## src/rtl/seq_arith_unit.sv

```systemverilog
// Signed M-bit arithmetic unit: ADD/SUB/SLT/ABS finish in one cycle; MUL/DIV/REM iterate for M cycles.
// Results and status are registered and held. o_done pulses for one cycle on each completion.
module seq_arith_unit #(
   parameter int N = 3,
   parameter int M = 8
) (
   input  logic         i_clk,
   input  logic         i_reset,
   input  logic         i_start,
   input  logic [N-1:0] i_op,
   input  logic [M-1:0] i_arg_A,
   input  logic [M-1:0] i_arg_B,
   output logic         o_busy,
   output logic         o_done,
   output logic [M-1:0] o_result,
   output logic [3:0]   o_status
);

   localparam int CW = $clog2(M + 1);

   localparam logic [N-1:0] OP_ADD  = N'(0);
   localparam logic [N-1:0] OP_SUB  = N'(1);
   localparam logic [N-1:0] OP_SLT  = N'(2);
   localparam logic [N-1:0] OP_ABS  = N'(3);
   localparam logic [N-1:0] OP_MUL  = N'(4);
   localparam logic [N-1:0] OP_DIV  = N'(5);
   localparam logic [N-1:0] OP_REM  = N'(6);
   localparam logic [N-1:0] OP_RSVD = N'(7);

   typedef enum logic {IDLE, RUN} state_t;

   state_t          state, state_nxt;
   logic [CW-1:0]   cnt;

   // Iterative datapath: wq is the multiplier (shifting right) or the dividend/quotient (shifting left)
   logic            is_mul, is_rem, neg_res, neg_a;
   logic [M-1:0]    wq;
   logic [2*M-1:0]  acc, mcand;
   logic [M:0]      rem_r, dvsr;

   logic            accept, is_iter, is_err, go_run;
   logic [M:0]      a_ext, b_ext, mag_a, mag_b;
   logic [M-1:0]    sum, diff, sc_res;
   logic            sc_ovf;

   logic [2*M-1:0]  acc_nxt, prod;
   logic [M:0]      r_sh, r_nxt;
   logic            r_ge;
   logic [M-1:0]    q_nxt, fin_res;
   logic            fin_ovf;

   function automatic logic [3:0] mk_status(input logic [M-1:0] r, input logic ovf);
      return {1'b0, (r == '0), ovf, r[M-1]};
   endfunction

   // Operand decode and magnitudes (M+1 bits so that -2^(M-1) has a representable magnitude)
   always_comb begin
      accept  = (state == IDLE) && i_start;
      is_iter = (i_op == OP_MUL) || (i_op == OP_DIV) || (i_op == OP_REM);
      is_err  = (i_op >= OP_RSVD) ||
                (((i_op == OP_DIV) || (i_op == OP_REM)) && (i_arg_B == '0));
      go_run  = accept && is_iter && !is_err;
      a_ext   = {i_arg_A[M-1], i_arg_A};
      b_ext   = {i_arg_B[M-1], i_arg_B};
      mag_a   = i_arg_A[M-1] ? (~a_ext + (M+1)'(1)) : a_ext;
      mag_b   = i_arg_B[M-1] ? (~b_ext + (M+1)'(1)) : b_ext;
   end

   always_comb begin
      sum    = i_arg_A + i_arg_B;
      diff   = i_arg_A - i_arg_B;
      sc_res = '0;
      sc_ovf = 1'b0;
      case (i_op)
         OP_ADD: begin
            sc_res = sum;
            sc_ovf = (i_arg_A[M-1] == i_arg_B[M-1]) && (sum[M-1] != i_arg_A[M-1]);
         end
         OP_SUB: begin
            sc_res = diff;
            sc_ovf = (i_arg_A[M-1] != i_arg_B[M-1]) && (diff[M-1] != i_arg_A[M-1]);
         end
         OP_SLT: sc_res = {{(M-1){1'b0}}, ($signed(i_arg_A) < $signed(i_arg_B))};
         OP_ABS: begin
            sc_res = mag_a[M-1:0];
            sc_ovf = mag_a[M-1];
         end
         default: ;
      endcase
   end

   // One shift-add / restoring-division step, plus sign application for the final step
   always_comb begin
      acc_nxt = acc + (wq[0] ? mcand : '0);
      r_sh    = (rem_r << 1) | {{M{1'b0}}, wq[M-1]};
      r_ge    = (r_sh >= dvsr);
      r_nxt   = r_ge ? (r_sh - dvsr) : r_sh;
      q_nxt   = {wq[M-2:0], r_ge};
      prod    = neg_res ? (~acc_nxt + (2*M)'(1)) : acc_nxt;
      if (is_mul) begin
         fin_res = prod[M-1:0];
         fin_ovf = (prod[2*M-1:M-1] != '0) && (prod[2*M-1:M-1] != '1);
      end else if (is_rem) begin
         fin_res = neg_a ? (~r_nxt[M-1:0] + M'(1)) : r_nxt[M-1:0];
         fin_ovf = 1'b0;
      end else begin
         fin_res = neg_res ? (~q_nxt + M'(1)) : q_nxt;
         fin_ovf = !neg_res && q_nxt[M-1];
      end
   end

   always_ff @(posedge i_clk) begin
      if (i_reset) state <= IDLE;
      else         state <= state_nxt;
   end

   always_comb begin
      state_nxt = state;
      case (state)
         IDLE: if (go_run) state_nxt = RUN;
         RUN:  if (cnt == CW'(1)) state_nxt = IDLE;
         default: state_nxt = IDLE;
      endcase
   end

   always_comb begin
      o_busy = (state == RUN);
   end

   always_ff @(posedge i_clk) begin
      if (i_reset) begin
         cnt      <= '0;
         o_done   <= 1'b0;
         o_result <= '0;
         o_status <= 4'b0000;
         is_mul   <= 1'b0;
         is_rem   <= 1'b0;
         neg_res  <= 1'b0;
         neg_a    <= 1'b0;
         wq       <= '0;
         acc      <= '0;
         mcand    <= '0;
         rem_r    <= '0;
         dvsr     <= '0;
      end else begin
         o_done <= 1'b0;
         if (go_run) begin
            cnt     <= CW'(M);
            is_mul  <= (i_op == OP_MUL);
            is_rem  <= (i_op == OP_REM);
            neg_res <= i_arg_A[M-1] ^ i_arg_B[M-1];
            neg_a   <= i_arg_A[M-1];
            wq      <= (i_op == OP_MUL) ? mag_b[M-1:0] : mag_a[M-1:0];
            mcand   <= {{(M-1){1'b0}}, mag_a};
            acc     <= '0;
            rem_r   <= '0;
            dvsr    <= mag_b;
         end else if (accept) begin
            o_done   <= 1'b1;
            o_result <= is_err ? '0 : sc_res;
            o_status <= is_err ? 4'b1000 : mk_status(sc_res, sc_ovf);
         end else if (state == RUN) begin
            cnt   <= cnt - CW'(1);
            acc   <= acc_nxt;
            mcand <= mcand << 1;
            rem_r <= r_nxt;
            wq    <= is_mul ? (wq >> 1) : q_nxt;
            if (cnt == CW'(1)) begin
               o_done   <= 1'b1;
               o_result <= fin_res;
               o_status <= mk_status(fin_res, fin_ovf);
            end
         end
      end
   end

endmodule

```

## config.mk

```make
export PLATFORM = sky130hd
export DESIGN_NAME = seq_arith_unit
export DESIGN_NICKNAME = d
export VERILOG_FILES = /design/src/rtl/seq_arith_unit.sv
export SDC_FILE = /design/constraint.sdc
export NUM_CORES = 1
export LEC_CHECK = 0
export CAP_MARGIN = 15
export CORE_MARGIN = 8
export CORE_UTILIZATION = 60
export CTS_CLUSTER_DIAMETER = 60
export CTS_CLUSTER_SIZE = 20
export DETAILED_ROUTE_END_ITERATION = 6
export GPL_ROUTABILITY_DRIVEN = 1
export PLACE_DENSITY = 0.83
export SLEW_MARGIN = 20
export SYNTH_ARGS = -nofsm -noshare
export SYNTH_HDL_FRONTEND = slang
export SYNTH_SLANG_ARGS = --single-unit
```

## constraint.sdc

```tcl
create_clock -name i_clk -period 4.4 [get_ports i_clk]
set_clock_uncertainty 0.15 [all_clocks]
set_input_delay 1.1 -clock i_clk [delete_from_list [all_inputs] [get_ports i_clk]]
set_output_delay 1.1 -clock i_clk [all_outputs]
set_load 0.005 [all_outputs]
```

---- Word-level counts from Yosys, hierarchy flattened ----
Index checks and enable logic that the tools add are counted.
word-level totals
  register bits ........................... 79
  bits of input ports ..................... 22
cells by class
  add/subtract/negate cells ............... 10
  order comparisons ....................... 3
  equal/unequal tests ..................... 13
  mux-type cells .......................... 38
  bitwise logic cells ..................... 10
  reductions and logical operators ........ 26
operators by type and width
  kind                                           number
  2-to-1 mux 8 bit                               14
  2-to-1 mux 9 bit                               5
  2-to-1 mux 16 bit                              2
  one-hot mux 8 bit (4 select lines)             1
  2-to-1 mux 4 bit                               7
  zero test 8 bit                                3
  adder 9 x 1 -> 9 bit, second input constant    2
  NOT 9 bit                                      2
  adder 16 x 1 -> 16 bit, second input constant  1
  adder 16 bit                                   1
  adder 8 x 1 -> 8 bit, second input constant    2
  NOT 16 bit                                     1
  NOT 8 bit                                      2
  subtractor 8 bit                               2
  == test 3 bit, second input constant           3
  >= comparator 9 bit                            1
  inequality test 9 bit, second input constant   1
  bitwise OR 9 x 1 -> 9 bit                      1
  nonzero test 9 bit                             1
  adder 8 bit                                    1
  logical AND 1 bit                              8
  < comparator 8 bit                             1
  2-to-1 mux 1 bit                               7
  == test 3 x 2 -> 1 bit, second input constant  2
  18 further kinds                               29

---- Depth between registers and ports, before layout ----
  depth in word-level cells ............... 12
  mapped depth ............................ 18
  depth with buffers taken out ............ 17

---- Worst setup path before layout ----
Ideal clock, no wire load.
  path kind ............................... register -> register
  start ................................... register wq[0]
  end ..................................... register o_status[1]
  setup time .............................. 0.128 ns
  arrival time ............................ 3.536 ns
  required time ........................... 4.122 ns
  setup slack ............................. 0.586 ns
  cell stages (with the launch flop) ...... 15
  path buffers ............................ 2
  period minus slack after synthesis ...... 3.814 ns
  cells stage by stage .................... dfxtp_1 clkbuf_1 clkbuf_1 and2_1 ha_1 a21o_1 a21o_1 or3_4 a2111oi_4 nand3_1 or2_1 o21a_1 o32a_2 nor3_1 o32ai_2
between the ends
  longest elaborated chain between the ends .. 11
  elaborated cells between the ends (all ways) .. 12
  classes of those cells .................. add/sub: 2; eq/ne: 1; mux: 6; bitwise: 1; reduce/logical: 2
RTL lines
  item                                                                line  source
  from (decl)                                                         37    logic [M-1:0] wq;
  from (signal assigned)                                              153   wq <= (i_op == OP_MUL) ? mag_b[M-1:0] : mag_a[M-1:0];
  from (signal assigned)                                              167   wq <= is_mul ? (wq >> 1) : q_nxt;
  2-to-1 mux 16 bit *                                                 94    acc_nxt = acc + (wq[0] ? mcand : '0);
  adder 16 bit *                                                      94
  NOT 16 bit                                                          99    prod = neg_res ? (~acc_nxt + (2*M)'(1)) : acc_nxt;
  adder 16 x 1 -> 16 bit                                              99
  2-to-1 mux 16 bit *                                                 99
  inequality test 9 bit / nonzero test 9 bit (equally long branches)  102   fin_ovf = (prod[2*M-1:M-1] != '0) && (prod[2*M-1:M-1] != '1);
  logical AND 1 bit *                                                 102
  2-to-1 mux 1 bit *                                                  100   if (is_mul) begin
  2-to-1 mux 4 bit *                                                  168   if (cnt == CW'(1)) begin
  2-to-1 mux 4 bit *                                                  162   end else if (state == RUN) begin
  2-to-1 mux 4 bit *                                                  158   end else if (accept) begin
  to (signal assigned)                                                161   o_status <= is_err ? 4'b1000 : mk_status(sc_res, sc_ovf);
  to (signal assigned)                                                171   o_status <= mk_status(fin_res, fin_ovf);
  to (decl)                                                           16    output logic [3:0] o_status
Every way passes the cells marked *; elsewhere a longest branch is shown, timed or not. The select of a mux whose other input is x is not followed.
A chain may end at the register's enable or synchronous reset.

---- Worst setup path in the final report ----
  start ................................... register dvsr[4]
  end ..................................... register o_status[2]
between the ends
  longest elaborated chain between the ends .. 11
  elaborated cells between the ends (all ways) .. 15
  classes of those cells .................. add/sub: 3; order compare: 1; mux: 8; bitwise: 2; reduce/logical: 1
RTL lines
  item                                                            line    source
  from (decl)                                                     39      logic [M:0] rem_r, dvsr;
  from (signal assigned)                                          157     dvsr <= mag_b;
  subtractor 8 bit / >= comparator 9 bit (equally long branches)  97, 96
  2-to-1 mux 8 bit                                                97      r_nxt = r_ge ? (r_sh - dvsr) : r_sh;
  NOT 8 bit                                                       104     fin_res = neg_a ? (~r_nxt[M-1:0] + M'(1)) : r_nxt[M-1:0];
  adder 8 x 1 -> 8 bit                                            104
  2-to-1 mux 8 bit                                                104
  2-to-1 mux 8 bit *                                              103     end else if (is_rem) begin
  2-to-1 mux 8 bit *                                              100
  zero test 8 bit *                                               53      return {1'b0, (r == '0), ovf, r[M-1]};
  2-to-1 mux 4 bit *                                              168
  2-to-1 mux 4 bit *                                              162
  2-to-1 mux 4 bit *                                              158
Marked as above.

==> flow_metrics.env <==
export IMPL_final_cell_area_um2=7240
export IMPL_fin_tns_setup_ps=0
export IMPL_min_period_over_period_pct=95.7
export IMPL_grt_usage_pct=26.3
export IMPL_cts_max_level=3
export IMPL_synth_edff_count=0
export IMPL_gp_congestion=0.958
export IMPL_p_per_area_nw_per_um2=295
export IMPL_drc=0
export IMPL_drv_cap=0
export IMPL_seq_area_frac_synth_pct=23.9
export IMPL_timing_final_crit_period_ps=4210
export IMPL_cts_tree="done"
export IMPL_cp_required_ps=4570
export IMPL_ys_warn_count=0
export IMPL_fin_util_pct=67.4
export IMPL_nets=938
export IMPL_rsz0062_at_grt="false"
export IMPL_synth_commonest_cells="nor2_1 (101), dfxtp_1 (78), nand2_1 (74)"
export IMPL_vias=6470
export IMPL_vias_per_cell=6.40
export IMPL_postCtsHoldBufs=0
export IMPL_hpwlAfterDp_mm=14.3
export IMPL_netlist_area_leader_share_pct=23.9
export IMPL_syn_area_um2=6530
export IMPL_status="finished, final reports clean"
export IMPL_start_kind="flop"
export IMPL_relSlewSlack_pct=36.6
export IMPL_setup_viol=0
export IMPL_clk_pin_slew_worst_paths_ps=100
export IMPL_hold_path_class="reg -> reg"
export IMPL_yosysTopAreaCell="dfxtp_1"
export IMPL_peakVddDrop_v=0.000193
export IMPL_cts_sinks=78
export IMPL_placed_cell_area_um2=7030
export IMPL_post_synth_num_cell_types=79
export IMPL_wl_mm=18.7
export IMPL_area_delta_synth_final_pct=11.0
export IMPL_rrSetupSlack_ps=190
export IMPL_grt_pass1_wl_mm=31.1
export IMPL_drive_above_1_share_pct=7.81
export IMPL_grt_pass1_vias=6405
export IMPL_synth_net_count=918
export IMPL_first_pass_iters=7
export IMPL_crit_type="reg -> reg"
export IMPL_antenna_found_initial=0
export IMPL_clk_path_buf_depth=2
export IMPL_port_buffers=35
export IMPL_synth_area_per_cell_um2=7.71
export IMPL_crit_arrival_ps=4380
export IMPL_min_to="dvsr[8]"
export IMPL_fmax_mhz=238
export IMPL_die_y_um=120
export IMPL_tightest_slew_ps=950
export IMPL_netlist_top_cells_area="dfxtp_1 (24%), ha_1 (8.8%), mux2i_1 (6.4%)"
export IMPL_fp_dieW_um=120
export IMPL_critPathMaxFanout=9
export IMPL_ys_async_sr_fraction_pct=0
export IMPL_cts_root_buf="clkbuf_8"
export IMPL_synthFlopType="dfxtp_1"
export IMPL_finalMaxSlewViolations=0
export IMPL_rows=38
export IMPL_hp_start="dvsr[8]"
export IMPL_drtIter0Drc=541
export IMPL_reg2reg_depth=16
export IMPL_syn_inst=846
export IMPL_die_area_um2=14500
export IMPL_r2r_start="dvsr[4]"
export IMPL_min_delay_path_depth=2
export IMPL_insertion_delay_ps=390
export IMPL_wl_per_cell_um=18.5
export IMPL_grt_start_max_net_pins=50
export IMPL_whs_ps=305
export IMPL_hold_viol=0
export IMPL_reg2reg_to="o_status[2]"
export IMPL_endpoint_kind="flop"
export IMPL_ys_seq_elements=78
export IMPL_start_util_pct=60.7
export IMPL_synth_most_common_cell="nor2_1"
export IMPL_numCtsBuffers=9
export IMPL_core_area_um2=10700
export IMPL_nFillCells=936
export IMPL_ios=36
export IMPL_postRouteAntennaNets=0
export IMPL_diodes=0
export IMPL_power_leakage_nw=2.87
export IMPL_grt_ovfl_total=0
area by class of cell:
type	instances	area [um^2]	share of cell area, %
timing repair buffer	56	520	7.19
clock buffer	9	124	1.71
clock inverter	7	82.6	1.14
sequential	78	1560	21.6
multi-input combinational	674	4600	63.5
inverter	47	176	2.44
tap	140	175	2.42
per-layer routing:
layer	up-vias	global-route usage, %	wire, um
met1	3031	31.3	7890
li1	3081	-	-
met5	-	0	0
met3	60	5.45	1350
met4	0	14.6	814
met2	298	43.6	8690
metrics by stage:
stage / worst slack, ps / cells / power [mW]
floorplan: 586 / 846 / 1.32
global placement: 200 / 995 / 1.54
detailed placement: 134 / 995 / 1.55
CTS: 288 / 1011 / 2.13
global route: 3.21 / 1011 / 2.25
finish: 191 / 1011 / 2.14
sequential cells by signal, indices dropped and copies added (netlist names):
signal,flops
neg_a,1
acc,16
neg_res,1
rem_r,8
o_status,4
is_rem,1
cnt,4
wq,8
is_mul,1
o_result,7
dvsr,9
o_busy,1
o_done,1
mcand,16
worst max path at each step:
| stage | startpoint | to | cells after the start |
|---|---|---|---|
| floorplan | wq[0] | o_status[1] | 14 |
| global placement | i_arg_A[0] | o_status[2] | 15 |
| detailed placement | i_arg_A[0] | o_result[6] | 15 |
| CTS | wq[0] | o_status[1] | 13 |
| global route | dvsr[1] | o_status[2] | 16 |
| finish | dvsr[4] | o_status[2] | 16 |
report_power, final:
group / switching (mW) / internal, mW / total (mW)
combinational: 0.454 / 0.322 / 0.776
sequential: 0.0443 / 0.742 / 0.787
clock: 0.308 / 0.269 / 0.576
total: 0.806 / 1.33 / 2.14
worst max-delay path: stages (launching register included):
cell and delay [ps]:
dfxtp_1 350, inv_1 60, ha_1 370, and3_1 190, a31oi_1 80, and3_1 240, o21ai_2 440, mux2i_1 370
ha_1 290, nand3_1 70, o21ai_0 80, o21ai_0 170, o311ai_0 310, nor4_1 350, nand4b_1 130, a2111o_1 420
o21ai_0 70
cells in the final DEF (no fill, tap or decap), types with 17 or more instances in the layout:
cell type / netlist / routed
ha_1: 46 / 46
xnor2_1: 39 / 39
nand2_1: 74 / 74
a211oi_1: 18 / 18
inv_1: 46 / 46
buf_4: 1 / 20
dfxtp_1: 78 / 76
and2_1: 18 / 18
mux2i_1: 42 / 42
o21ai_0: 38 / 38
nor2_1: 101 / 101
a21oi_1: 52 / 52
nand3_1: 20 / 20
nor3_1: 17 / 17
clkdlybuf4s50_1: 0 / 35
cell families (layout without fill, tap and decap cells):
logic type,Yosys count,count (layout),synth area share (%)
AND/OR/NAND/NOR,297,297,21.8
flip-flops,78,78,23.9
multiplexers,46,46,7.13
adder cells (fa/ha/maj),50,50,10.0
buffers and inverters,94,119,5.58
AO/OA/AOI/OAI,229,229,24.5
XOR/XNOR,52,52,6.98
timing repair:
item | CTS | global route
buffers inserted | 0 | 0
gates resized for setup | 0 | 1
endpoints found under the setup margin | 0 | 1
Power figures use the tool's default switching activity.
